==> src/rtl/afpm_pkg.sv <==
// Shared definitions for the logarithmic FP16 multiplier host driver.
package afpm_pkg;

    localparam int AFPM_BYTE_W    = 8;
    localparam int AFPM_WORD_W    = 16;
    localparam int AFPM_NUM_BYTES = 2;

    typedef enum logic [2:0] {
        S_IDLE    = 3'd0,
        S_SEND_LO = 3'd1,
        S_SEND_HI = 3'd2,
        S_WAIT    = 3'd3,
        S_CAP_LO  = 3'd4,
        S_CAP_HI  = 3'd5,
        S_RESP    = 3'd6
    } afpm_drv_state_t;

    // Byte idx (0 = least significant) of a 16-bit word.
    function automatic logic [AFPM_BYTE_W-1:0] afpm_byte(
        input logic [AFPM_WORD_W-1:0] word,
        input int unsigned            idx
    );
        return word[idx*AFPM_BYTE_W +: AFPM_BYTE_W];
    endfunction

endpackage

==> src/rtl/afpm_lat_counter.sv <==
// Loadable down-counter that times the tile pipeline latency.
// done is high whenever the count has reached zero.
module afpm_lat_counter
    import afpm_pkg::*;
#(
    parameter int CNT_W = 2
) (
    input  logic             clk,
    input  logic             rst_n,
    input  logic             load,
    input  logic             dec,
    input  logic [CNT_W-1:0] load_val,
    output logic             done
);

    logic [CNT_W-1:0] count;

    // Load takes priority over decrement; decrement stops at zero.
    always_ff @(posedge clk or negedge rst_n) begin
        if (!rst_n) begin
            count <= '0;
        end else if (load) begin
            count <= load_val;
        end else if (dec && (count != '0)) begin
            count <= count - 1'b1;
        end
    end

    assign done = (count == '0);

endmodule

==> src/rtl/afpm_host_driver.sv <==
// Host-side initiator for the logarithmic FP16 multiplier tile.
//
// state     | meaning
// ----------+-----------------------------------------------------------
// S_IDLE    | ready for a request; lanes 0x00, last product held
// S_SEND_LO | operand low bytes on ui_drv / uio_drv
// S_SEND_HI | operand high bytes on ui_drv / uio_drv
// S_WAIT    | LATENCY-1 cycles for the tile pipeline (skipped if LATENCY=1)
// S_CAP_LO  | uo_in sampled into rsp_data[7:0] at the end of this cycle
// S_CAP_HI  | uo_in sampled into rsp_data[15:8] at the end of this cycle
// S_RESP    | rsp_valid high until the response handshake
module afpm_host_driver
    import afpm_pkg::*;
#(
    parameter int LATENCY = 3
) (
    input  logic                   clk,
    input  logic                   rst_n,
    input  logic                   req_valid,
    output logic                   req_ready,
    input  logic [AFPM_WORD_W-1:0] req_a,
    input  logic [AFPM_WORD_W-1:0] req_b,
    output logic [AFPM_BYTE_W-1:0] ui_drv,
    output logic [AFPM_BYTE_W-1:0] uio_drv,
    input  logic [AFPM_BYTE_W-1:0] uo_in,
    output logic                   rsp_valid,
    input  logic                   rsp_ready,
    output logic [AFPM_WORD_W-1:0] rsp_data,
    output logic                   busy,
    output logic [7:0]             txn_count
);

    localparam int CNT_W = $clog2(LATENCY + 1);
    // The counter is loaded on the way into S_WAIT and S_WAIT exits when it
    // reads zero, so loading LATENCY-2 gives LATENCY-1 wait cycles.
    localparam logic [CNT_W-1:0] WAIT_LOAD =
        (LATENCY >= 2) ? CNT_W'(LATENCY - 2) : '0;

    afpm_drv_state_t        state;
    // Low operand bytes go to the lanes directly at acceptance, so only the
    // high bytes have to be held for the following cycle.
    logic [AFPM_BYTE_W-1:0] op_a_hi;
    logic [AFPM_BYTE_W-1:0] op_b_hi;
    logic                   cnt_load;
    logic                   cnt_dec;
    logic                   cnt_done;

    // Counter control decoded from the current state.
    always_comb begin
        cnt_load = (state == S_SEND_HI);
        cnt_dec  = (state == S_WAIT) && !cnt_done;
    end

    afpm_lat_counter #(
        .CNT_W (CNT_W)
    ) u_lat_counter (
        .clk      (clk),
        .rst_n    (rst_n),
        .load     (cnt_load),
        .dec      (cnt_dec),
        .load_val (WAIT_LOAD),
        .done     (cnt_done)
    );

    // Sequencing FSM; every output is a register updated with the state.
    always_ff @(posedge clk or negedge rst_n) begin
        if (!rst_n) begin
            state     <= S_IDLE;
            req_ready <= 1'b1;
            busy      <= 1'b0;
            ui_drv    <= '0;
            uio_drv   <= '0;
            rsp_valid <= 1'b0;
            rsp_data  <= '0;
            txn_count <= '0;
            op_a_hi   <= '0;
            op_b_hi   <= '0;
        end else begin
            ui_drv  <= '0;
            uio_drv <= '0;
            case (state)
                S_IDLE: begin
                    if (req_valid) begin
                        op_a_hi   <= afpm_byte(req_a, 1);
                        op_b_hi   <= afpm_byte(req_b, 1);
                        ui_drv    <= afpm_byte(req_a, 0);
                        uio_drv   <= afpm_byte(req_b, 0);
                        req_ready <= 1'b0;
                        busy      <= 1'b1;
                        state     <= S_SEND_LO;
                    end
                end
                S_SEND_LO: begin
                    ui_drv  <= op_a_hi;
                    uio_drv <= op_b_hi;
                    state   <= S_SEND_HI;
                end
                S_SEND_HI: begin
                    if (LATENCY == 1) begin
                        state <= S_CAP_LO;
                    end else begin
                        state <= S_WAIT;
                    end
                end
                S_WAIT: begin
                    if (cnt_done) begin
                        state <= S_CAP_LO;
                    end
                end
                S_CAP_LO: begin
                    rsp_data[AFPM_BYTE_W-1:0] <= uo_in;
                    state                     <= S_CAP_HI;
                end
                S_CAP_HI: begin
                    rsp_data[AFPM_WORD_W-1:AFPM_BYTE_W] <= uo_in;
                    rsp_valid                           <= 1'b1;
                    state                               <= S_RESP;
                end
                S_RESP: begin
                    if (rsp_ready) begin
                        rsp_valid <= 1'b0;
                        req_ready <= 1'b1;
                        busy      <= 1'b0;
                        txn_count <= txn_count + 8'd1;
                        state     <= S_IDLE;
                    end
                end
                default: begin
                    rsp_valid <= 1'b0;
                    req_ready <= 1'b1;
                    busy      <= 1'b0;
                    state     <= S_IDLE;
                end
            endcase
        end
    end

endmodule

==> config.mk <==
export PLATFORM = sky130hd
export DESIGN_NAME = afpm_host_driver
export DESIGN_NICKNAME = d
export VERILOG_FILES = /design/src/rtl/afpm_pkg.sv /design/src/rtl/afpm_lat_counter.sv /design/src/rtl/afpm_host_driver.sv
export SDC_FILE = /design/constraint.sdc
export NUM_CORES = 1
export LEC_CHECK = 0
export CORE_MARGIN = 8
export CORE_UTILIZATION = 30
export DETAILED_ROUTE_END_ITERATION = 10
export PLACE_DENSITY = 0.63
export SETUP_SLACK_MARGIN = 0.4
export SLEW_MARGIN = 20
export SYNTH_ARGS = -nofsm -noshare
export SYNTH_HDL_FRONTEND = slang
export SYNTH_SLANG_ARGS = --single-unit
==> constraint.sdc <==
create_clock -name clk -period 3.6 [get_ports clk]
set_input_delay 0.72 -clock clk [delete_from_list [all_inputs] [get_ports clk]]
set_output_delay 0.72 -clock clk [all_outputs]
set_load 0.05 [all_outputs]
==> results.py, run 1 <==
metrics = {
    "job": {
        "drv_cap": 0,
    },
    "clock_tree": {
        "cts_resized": 0,
        "clkLatencyLatePin_ps": 330,
        "cts.htree.levels": 3,
        "postCtsSetupBuffers": 0,
        "cts_tree": "yes",
        "root_buffer": "clkbuf_8",
        "clock_path_buffers": 2,
        "ctsHoldBuffers": 0,
        "clkTransAtPathRegs_ps": 70,
        "clock_sinks": 64,
        "numCtsBuffers": 9,
    },
    "pwr": {
        "power.total_w": 0.003552,
        "cellLeakagePower_nw": 1.567,
        "irDropWorstVdd_uv": 308.0,
        "power_density_nw_per_um2": 965.5,
    },
    "logic_synthesis": {
        "synth_ff_type": "dfrtp_1",
        "synth_nets": 225,
        "synth_edf_count": 0,
        "avgSynthCellArea_um2": 14.11,
        "ys_seq_elements": 64,
        "synthArstFlopShare": 1.000,
        "synth_cell_types": 34,
        "yosys_warnings": 0,
        "ys_seq_area_frac": 0.6345,
        "syn_inst": 179,
        "synth_area_um2": 2526,
    },
    "floorplan": {
        "die_h_um": 107.8,
        "coreArea_um2": 8175,
        "dieArea_um2": 11610,
        "fp.dieW_um": 107.8,
        "ios": 87,
        "row_count": 33,
        "initial_core_util": 0.3090,
    },
    "worst_setup_path": {
        "cp_data_required_time_ps": 2880,
        "critPathLaunchType": "flip-flop",
        "crit_family": "buffers and inverters",
        "crit_slowest_cell": "clkdlybuf4s50_1",
        "crit_fanout": 3,
        "critPathCaptureType": "output port",
        "crit_chain": "clkdlybuf4s50_1",
        "max_stage_delay_ps": 800,
        "cp.arrival_ps": 1670,
        "criticalPathCategory": "flip-flop to output port",
        "path_buf_inv": 1,
    },
    "finish": {
        "fill_cells": 765,
        "drive_above_1_share": 0.2036,
        "area_growth_pct": 45.62,
        "final_area_um2": 3679,
        "nets": 316,
        "diodes": 0,
    },
    "global_routing": {
        "grt_antenna_before_repair": 0,
        "grt_pass1_vias": 1846,
        "grt_overflow_total": 0,
        "grt_max_degree": 65,
        "grt_usage": 0.09939,
        "grt_pass1_wl_mm": 9.004,
    },
    "placement": {
        "io_buffers": 86,
        "placed_area_um2": 3482,
        "hpwl_mm": 4.063,
        "gp_congestion": 0.6927,
    },
    "sta": {
        "hold_violations": 0,
        "rsz0062_at_grt": "false",
        "slew_headroom": 0.4652,
        "fin_skew_ps": 8.987,
        "max_freq_mhz": 418.2,
        "period_needed_ps": 2391,
        "slew_viol_final": 0,
        "fin_hold_ws_ps": 467.9,
        "fin_crit_sh": 0.6642,
        "tightest_slew_ps": 802.1,
        "setup_tns_ps": 0,
        "setup_viol": 0,
    },
    "hold_path": {
        "holdCritPathClass": "flip-flop to flip-flop",
    },
    "route": {
        "ant_nets": 0,
        "dr_total_vias": 1732,
        "routedWlPerCell_um": 14.78,
        "first_pass_iters": 4,
        "route.detailed.drc": 0,
        "routed_wl_mm": 5.618,
        "drt_iter0_markers": 90,
        "via_per_inst": 4.558,
    },
    "outcome": {
        "outcome": "finished clean",
    },
}
## report_power, final
group	switching, W	total (W)	internal, W
Sequential	0.000208	0.00124	0.00103
Clock	0.000279	0.000597	0.000319
Combinational	0.00102	0.00171	0.000694
Total	0.00151	0.00355	0.00205
## logic make-up (layout without fill, tap and decap cells)
kind of cell,count (synthesis),after routing,share of synthesized area
AO/OA/AOI/OAI,31,31,0.09411
buffers and inverters,12,108,0.02427
adder cells (fa/ha/maj),2,2,0.009904
AND/OR/NAND/NOR,31,31,0.07034
XOR/XNOR,7,7,0.02427
multiplexers,32,32,0.1426
flip-flops,64,64,0.6345
## sequential cells by signal, indices dropped and copies added, names as in the netlist
register / flops
rsp_data: 16
op_a_hi: 8
op_b_hi: 8
txn_count: 8
ui_drv: 8
uio_drv: 8
state: 3
u_lat_counter.count: 2
busy: 1
req_ready: 1
rsp_valid: 1
## Yosys cell counts, types with 2 or more instances
library cell	instances	area (um^2)
a21o_1	2	15.01
a21oi_1	4	20.02
a22o_1	17	148.9
buf_2	4	20.02
buf_4	3	22.52
dfrtp_1	63	1577
ha_1	2	25.02
inv_1	4	15.01
mux2_2	32	360.4
nand2_1	11	41.29
nand3_1	2	10.01
nor2_1	4	15.01
nor2b_1	2	12.51
nor3_1	2	10.01
o21ai_0	3	15.01
xnor2_1	4	35.03
xor2_1	3	26.28
## layer usage
metal	global-route usage	wire [um]
met5	0	0
met4	0.05055	93
met3	0.04611	514
met2	0.1544	2660
met1	0.1122	2350
## cell type report
cell class              count  area, um^2  area share
clock buffers               9       123.9     0.03367
inverters                   4       15.01    0.004082
clock inverters             7       72.57     0.01973
multi-input cells         103       862.1      0.2344
repair buffers             88       870.8      0.2367
flip-flops and latches     64        1603      0.4357
well taps                 105       131.4     0.03571
## stage by stage
stage               utilization  cells  setup slack, ps
floorplan                     -    179             1742
global placement         0.4259    364            855.7
detailed placement       0.4259    364            844.3
CTS                      0.4500    380             1179
global route             0.4500    380             1132
finish                   0.4500    380             1209
## path summary, 6_finish.rpt
check | start | to | slack [ps] | depth (start not counted)
min reg2reg | txn_count[7] | txn_count[7] | 470 | 1
max | req_ready | req_ready | 1210 | 1
max reg2reg | state[0] | op_a_hi[5] | 1510 | 3
max in group asynchronous | rst_n | u_lat_counter.count[0] | 2510 | 2
min | txn_count[7] | txn_count[7] | 470 | 1
min in group asynchronous | rst_n | txn_count[6] | 530 | 2
## placed cells by master (no fill, tap or decap), types with 2 or more instances in the layout
| cell type | n |
|---|---|
| dfrtp_1 | 63 |
| mux2_2 | 32 |
| buf_4 | 2 |
| clkinv_4 | 2 |
| nor3_1 | 2 |
| inv_1 | 4 |
| clkinv_2 | 2 |
| a21o_1 | 2 |
| clkdlybuf4s50_1 | 85 |
| xnor2_1 | 4 |
| o21ai_0 | 3 |
| clkinvlp_4 | 2 |
| nand3_1 | 2 |
| a22o_1 | 17 |
| nor2b_1 | 2 |
| clkbuf_8 | 9 |
| ha_1 | 2 |
| nand2_1 | 11 |
| xor2_1 | 3 |
| nor2_1 | 4 |
| a21oi_1 | 4 |
No activity file was read; power rests on OpenSTA's default activity.
==> run 2, diff against run 1 <==
- PLACE_DENSITY: 0.63 -> 0.65
- clock period: 3.6 -> 2 ns (I/O delays scaled with it)
==> run 2 against run 1 <==
Effect of this change: die area unchanged; flip-flop and latch count unchanged; worst setup slack lost 820 ps; combinational power grew 94%; critical path type is now flip-flop to flip-flop; via count rose by 6.1%; non-clock buffer count grew 20; utilization rose by 3.5 points; highest routed layer unchanged; sequential share of layout area shrank 3.1 points; register-to-register slack got worse by 1100 ps; critical path depth increased by 4; cell area is 7.7% higher; clock-buffer cell count is the same.
==> results.py, run 2 (same netlist as run 1, synthesis figures left out) <==
metrics = {
    "finish": {
        "top_register": "rsp_data",
        "fin_util": 0.4847,
        "nets": 336,
        "final_area_um2": 3963,
        "mostFrequentLayoutCells": "62 x dfrtp_1, 41 x clkdlybuf4s50_1, 27 x clkdlybuf4s15_2",
        "drive_above_1_share": 0.3932,
        "largest_reg_flops": 16,
        "mostFrequentLayoutCell": "dfrtp_1",
        "area_growth_pct": 56.86,
        "diodes": 0,
    },
    "clock_tree": {
        "clkTransAtPathRegs_ps": 70,
        "clkLatencyLatePin_ps": 330,
        "clock_path_buffers": 2,
        "root_buffer": "clkbuf_8",
        "cts_tree": "yes",
        "cts.htree.levels": 3,
        "numCtsBuffers": 9,
        "clock_sinks": 64,
    },
    "pwr": {
        "power.total_w": 0.006821,
        "switching_share": 0.4104,
        "clockPowerShare": 0.196,
        "p_sw_w": 0.002799,
        "power_density_nw_per_um2": 1721,
        "irDropWorstVdd_uv": 659.4,
        "comb_power_share": 0.486,
        "cellLeakagePower_nw": 1.776,
        "pwr-share-seq": 0.318,
        "p_int_w": 0.004022,
    },
    "worst_setup_path": {
        "path_buf_inv": 2,
        "cp_data_required_time_ps": 2220,
        "max_stage_delay_ps": 420,
        "critPathLaunchType": "flip-flop",
        "rrSetupSlack_ps": 380,
        "timing.rr.end": "op_b_hi[1]",
        "criticalPathCategory": "flip-flop to flip-flop",
        "r2r_cells": 5,
        "reg2reg_from": "state[1]",
        "cp.arrival_ps": 1830,
        "crit_fanout": 7,
        "crit_slowest_cell": "or3b_4",
        "crit_family": "simple AND/OR/NAND/NOR gates",
        "crit_chain": "or3b_4 -> nor2_4 -> buf_6 -> clkbuf_16 -> mux2_4",
        "critPathCaptureType": "flip-flop",
    },
    "sta": {
        "setup_viol": 0,
        "slew_headroom": 0.6727,
        "fin_hold_ws_ps": 478.5,
        "max_freq_mhz": 618.9,
        "fin_crit_sh": 0.8079,
        "rsz0062_at_grt": "true",
        "slew_viol_final": 0,
        "period_needed_ps": 1616,
        "hold_violations": 0,
        "fin_skew_ps": 9.918,
        "setup_ws_ps": 384.1,
        "tightest_slew_ps": 492.8,
    },
    "placement": {
        "hpwl_mm": 4.325,
        "placed_area_um2": 3575,
        "pre_cts_ws_ps": -58.25,
        "gp_congestion": 0.7406,
        "io_buffers": 86,
    },
    "hold_path": {
        "min_delay_path_depth": 1,
        "worstHoldStart": "txn_count[7]",
        "min_to": "txn_count[7]",
        "holdCritPathClass": "flip-flop to flip-flop",
    },
    "global_routing": {
        "grt_pass1_vias": 1989,
        "grt_antenna_before_repair": 0,
        "grt_pass1_wl_mm": 9.860,
        "grt_max_degree": 29,
        "grt_usage": 0.1071,
        "grt_overflow_total": 0,
    },
    "route": {
        "via_per_inst": 4.593,
        "route.detailed.drc": 0,
        "routed_wl_mm": 6.140,
        "ant_nets": 0,
        "first_pass_iters": 4,
        "routedWlPerCell_um": 15.35,
        "dr_total_vias": 1837,
        "drt_iter0_markers": 35,
    },
    "floorplan": {
        "dieArea_um2": 11610,
        "initial_core_util": 0.3090,
        "row_count": 33,
        "die_h_um": 107.8,
        "fp.dieW_um": 107.8,
        "coreArea_um2": 8175,
        "ios": 87,
    },
    "job": {
        "drv_cap": 0,
    },
    "outcome": {
        "outcome": "finished clean",
    },
}
[run 2: metal layers]
layer  vias to the layer above  share of wire  GRT usage
met5                         -              0          0
met4                         0          0.019    0.05055
met3                        11          0.088    0.04072
met2                        69           0.46     0.1627
met1                       895           0.43     0.1308
li1                        862              -          -
[run 2: layout make-up]
class	instances	area [um^2]
Inverter	4	15.01
Tap cell	105	131.4
Sequential cell	64	1604
Clock inverter	7	120.1
Clock buffer	9	123.9
Fill cell	741	4213
Multi-Input combinational cell	103	894.6
Timing Repair Buffer	108	1074
[run 2: worst max path at each step]
| stage | slack (ps) | end | start | cells past startpoint |
|---|---|---|---|---|
| after floorplan | 460 | op_a_hi[0] | state[1] | 4 |
| after global placement | -50 | op_a_hi[7] | req_valid | 5 |
| after detailed placement | -60 | op_b_hi[4] | req_valid | 5 |
| after CTS | 370 | op_b_hi[4] | state[1] | 5 |
| after global routing | 320 | op_b_hi[5] | state[0] | 5 |
| final | 380 | op_b_hi[1] | state[1] | 5 |
[run 2: power groups by stage]
stage / Combinational [W] / Sequential, W / Clock [W]
after floorplan: 0.000980 / 0.00337 / 0
after global placement: 0.00325 / 0.00218 / 0
after detailed placement: 0.00330 / 0.00219 / 0
after CTS: 0.00330 / 0.00217 / 0.00137
after global routing: 0.00352 / 0.00223 / 0.00144
final: 0.00332 / 0.00217 / 0.00134
[run 2: repair_timing]
item | 4_1_cts | 5_1_grt
resized for setup | 112 | 20
setup endpoints to repair | 56 | 33
cloned | 1 | 1
setup buffers | 7 | 0
endpoints found under the hold margin | 13 | 0
hold buffers | 1 | 0
[run 2: per-stage QoR]
stage | TNS (ps) | std cells
3_3_place_gp | -791.7 | 374
4_1_cts | 0 | 399
5_1_grt | 0 | 400
2_1_floorplan | 0 | 179
3_5_place_dp | -879.1 | 374
6_report | 0 | 400
==> run 3, diff against run 2 <==
- PLACE_DENSITY: 0.65 -> 0.63
- clock period: 2 -> 1.65 ns (I/O delays scaled with it)
==> run 3 against run 2 <==
Effect of this change: first-iteration DRC count down 23%; die area unchanged; total power up 34%; clock skew down 5.8 ps; flip-flop and latch count unchanged; cell area up 12%; utilization up 5.6 points; clock-buffer cell count up 4; sequential share of layout area down 4.0 points; critical path type unchanged; highest routed layer unchanged.
==> results.py, run 3 (same netlist as run 1, synthesis figures left out) <==
metrics = {
    "pwr": {
        "p_int_w": 0.005474,
        "clockPowerShare": 0.148,
        "cellLeakagePower_nw": 2.070,
        "comb_power_share": 0.554,
        "switching_share": 0.3996,
        "power_density_nw_per_um2": 2063,
        "p_sw_w": 0.003643,
        "irDropWorstVdd_uv": 803.0,
        "pwr-share-seq": 0.297,
    },
    "global_routing": {
        "grt_pass1_wl_mm": 10.38,
        "grt_max_degree": 27,
        "grt_antenna_before_repair": 0,
        "grt_usage": 0.1144,
        "grt_overflow_total": 0,
        "grt_pass1_vias": 2116,
    },
    "finish": {
        "fill_cells": 687,
        "fin_util": 0.5406,
        "top_register": "rsp_data",
        "drive_above_1_share": 0.5153,
        "mostFrequentLayoutCells": "55 x dfrtp_1, 55 x buf_6, 40 x clkdlybuf4s50_1",
        "area_growth_pct": 74.94,
        "diodes": 0,
        "largest_reg_flops": 16,
        "nets": 367,
        "final-instance-count-excl-fill": 431,
    },
    "floorplan": {
        "row_count": 33,
        "fp.dieW_um": 107.8,
        "coreArea_um2": 8175,
        "dieArea_um2": 11610,
        "die_h_um": 107.8,
        "initial_core_util": 0.3090,
        "ios": 87,
    },
    "route": {
        "drt_iter0_markers": 27,
        "route.detailed.drc": 0,
        "dr_total_vias": 1953,
        "first_pass_iters": 4,
        "via_per_inst": 4.531,
        "ant_nets": 0,
        "routedWlPerCell_um": 15.23,
        "routed_wl_mm": 6.565,
    },
    "job": {
        "drv_cap": 0,
    },
    "sta": {
        "slew_viol_final": 0,
        "fin_skew_ps": 4.147,
        "setup_viol": 0,
        "hold_violations": 0,
        "fin_hold_ws_ps": 470.3,
        "slew_headroom": 0.6938,
        "fin_crit_sh": 0.9538,
        "period_needed_ps": 1574,
        "max_freq_mhz": 635.4,
        "rsz0062_at_grt": "true",
        "tightest_slew_ps": 459.4,
    },
    "worst_setup_path": {
        "critPathLaunchType": "flip-flop",
        "cp.arrival_ps": 1800,
        "criticalPathCategory": "flip-flop to flip-flop",
        "cp_data_required_time_ps": 1870,
        "crit_fanout": 13,
        "critPathCaptureType": "flip-flop",
    },
    "clock_tree": {
        "clock_path_buffers": 2,
        "numCtsBuffers": 9,
        "root_buffer": "clkbuf_8",
        "clkLatencyLatePin_ps": 340,
        "clock_sinks": 64,
        "cts_tree": "yes",
        "clkTransAtPathRegs_ps": 70,
        "cts.htree.levels": 3,
    },
    "placement": {
        "io_buffers": 86,
        "hpwl_mm": 4.370,
        "gp_congestion": 0.6994,
        "place_inst": 376,
    },
    "outcome": {
        "outcome": "finished clean",
    },
    "hold_path": {
        "holdCritPathClass": "input port to flip-flop",
    },
}
-- run 3: cell types whose count changed in the layout (fill, tap and decap cells not counted), sizes merged --
cell	change
bufinv	-2
clkdlybuf4s15	-31
clkinv	-1
clkbuf	-4
clkdlybuf4s50	-1
dlymetal6s2s	+1
buf	+70
clkinvlp	-1
-- run 3: final timing paths --
| kind | startpoint | end | slack (ps) | cells after the start |
|---|---|---|---|---|
| max | state[0] | op_b_hi[4] | 80 | 4 |
| min | rsp_ready | rsp_valid | 470 | 4 |
| max reg2reg | state[0] | op_b_hi[4] | 80 | 4 |
| min reg2reg | op_b_hi[5] | uio_drv[5] | 500 | 1 |
| max in group asynchronous | rst_n | req_ready | 610 | 3 |
| min in group asynchronous | rst_n | txn_count[4] | 480 | 2 |
-- run 3: worst max-delay path: stages (launching register included) --
cell	delay [ps]
dfrtp_1	400
or3b_4	400
nor2_4	170
buf_12	170
mux2_2	330
-- run 3: metrics by stage --
stage          worst slack, ps  TNS, ps  cell area, um^2  total power, W
3_3_place_gp            -323.6    -7135             3588        0.006632
3_5_place_dp            -349.6    -7857             3588        0.006699
4_1_cts                  28.23        0             4103        0.008564
6_report                 76.25        0             4419        0.009117
2_1_floorplan            125.1        0             2605        0.005428
5_1_grt                  28.43        0             4419        0.009594
-- run 3: timing repair --
item / in CTS / in global routing
pin swaps: 5 / 12
endpoints found under the setup margin: 87 / 99
hold endpoints to repair: 14 / 0
hold buffers: 1 / 0
buffers inserted: 15 / 21
resized for setup: 47 / 40
cloned: 1 / 1
-- run 3: power by group through the flow --
stage          combinational [W]  sequential (W)  clock (W)
3_3_place_gp             0.00396         0.00267          0
5_1_grt                  0.00533         0.00280    0.00147
2_1_floorplan            0.00133         0.00410          0
3_5_place_dp             0.00401         0.00269          0
4_1_cts                  0.00447         0.00269    0.00140
6_report                 0.00505         0.00271    0.00135
-- run 3: area by class of cell --
cell class | count | area, um^2 | share of cell area
sequential | 64 | 1613 | 0.3649
timing repair buffer | 139 | 1451 | 0.3284
multi-input combinational | 103 | 1010 | 0.2285
clock buffer | 13 | 158.9 | 0.03596
tap | 105 | 131.4 | 0.02973
clock inverter | 3 | 40.04 | 0.009060
inverter | 4 | 15.01 | 0.003398
-- run 3: routing by layer --
| metal | wire (um) | track usage | vias to the layer above |
|---|---|---|---|
| met2 | 3289 | 0.1833 | 65 |
| met4 | 61 | 0.03865 | 0 |
| met5 | 0 | 0 | - |
| met1 | 2601 | 0.1254 | 954 |
| met3 | 613 | 0.06347 | 6 |
| li1 | - | - | 928 |
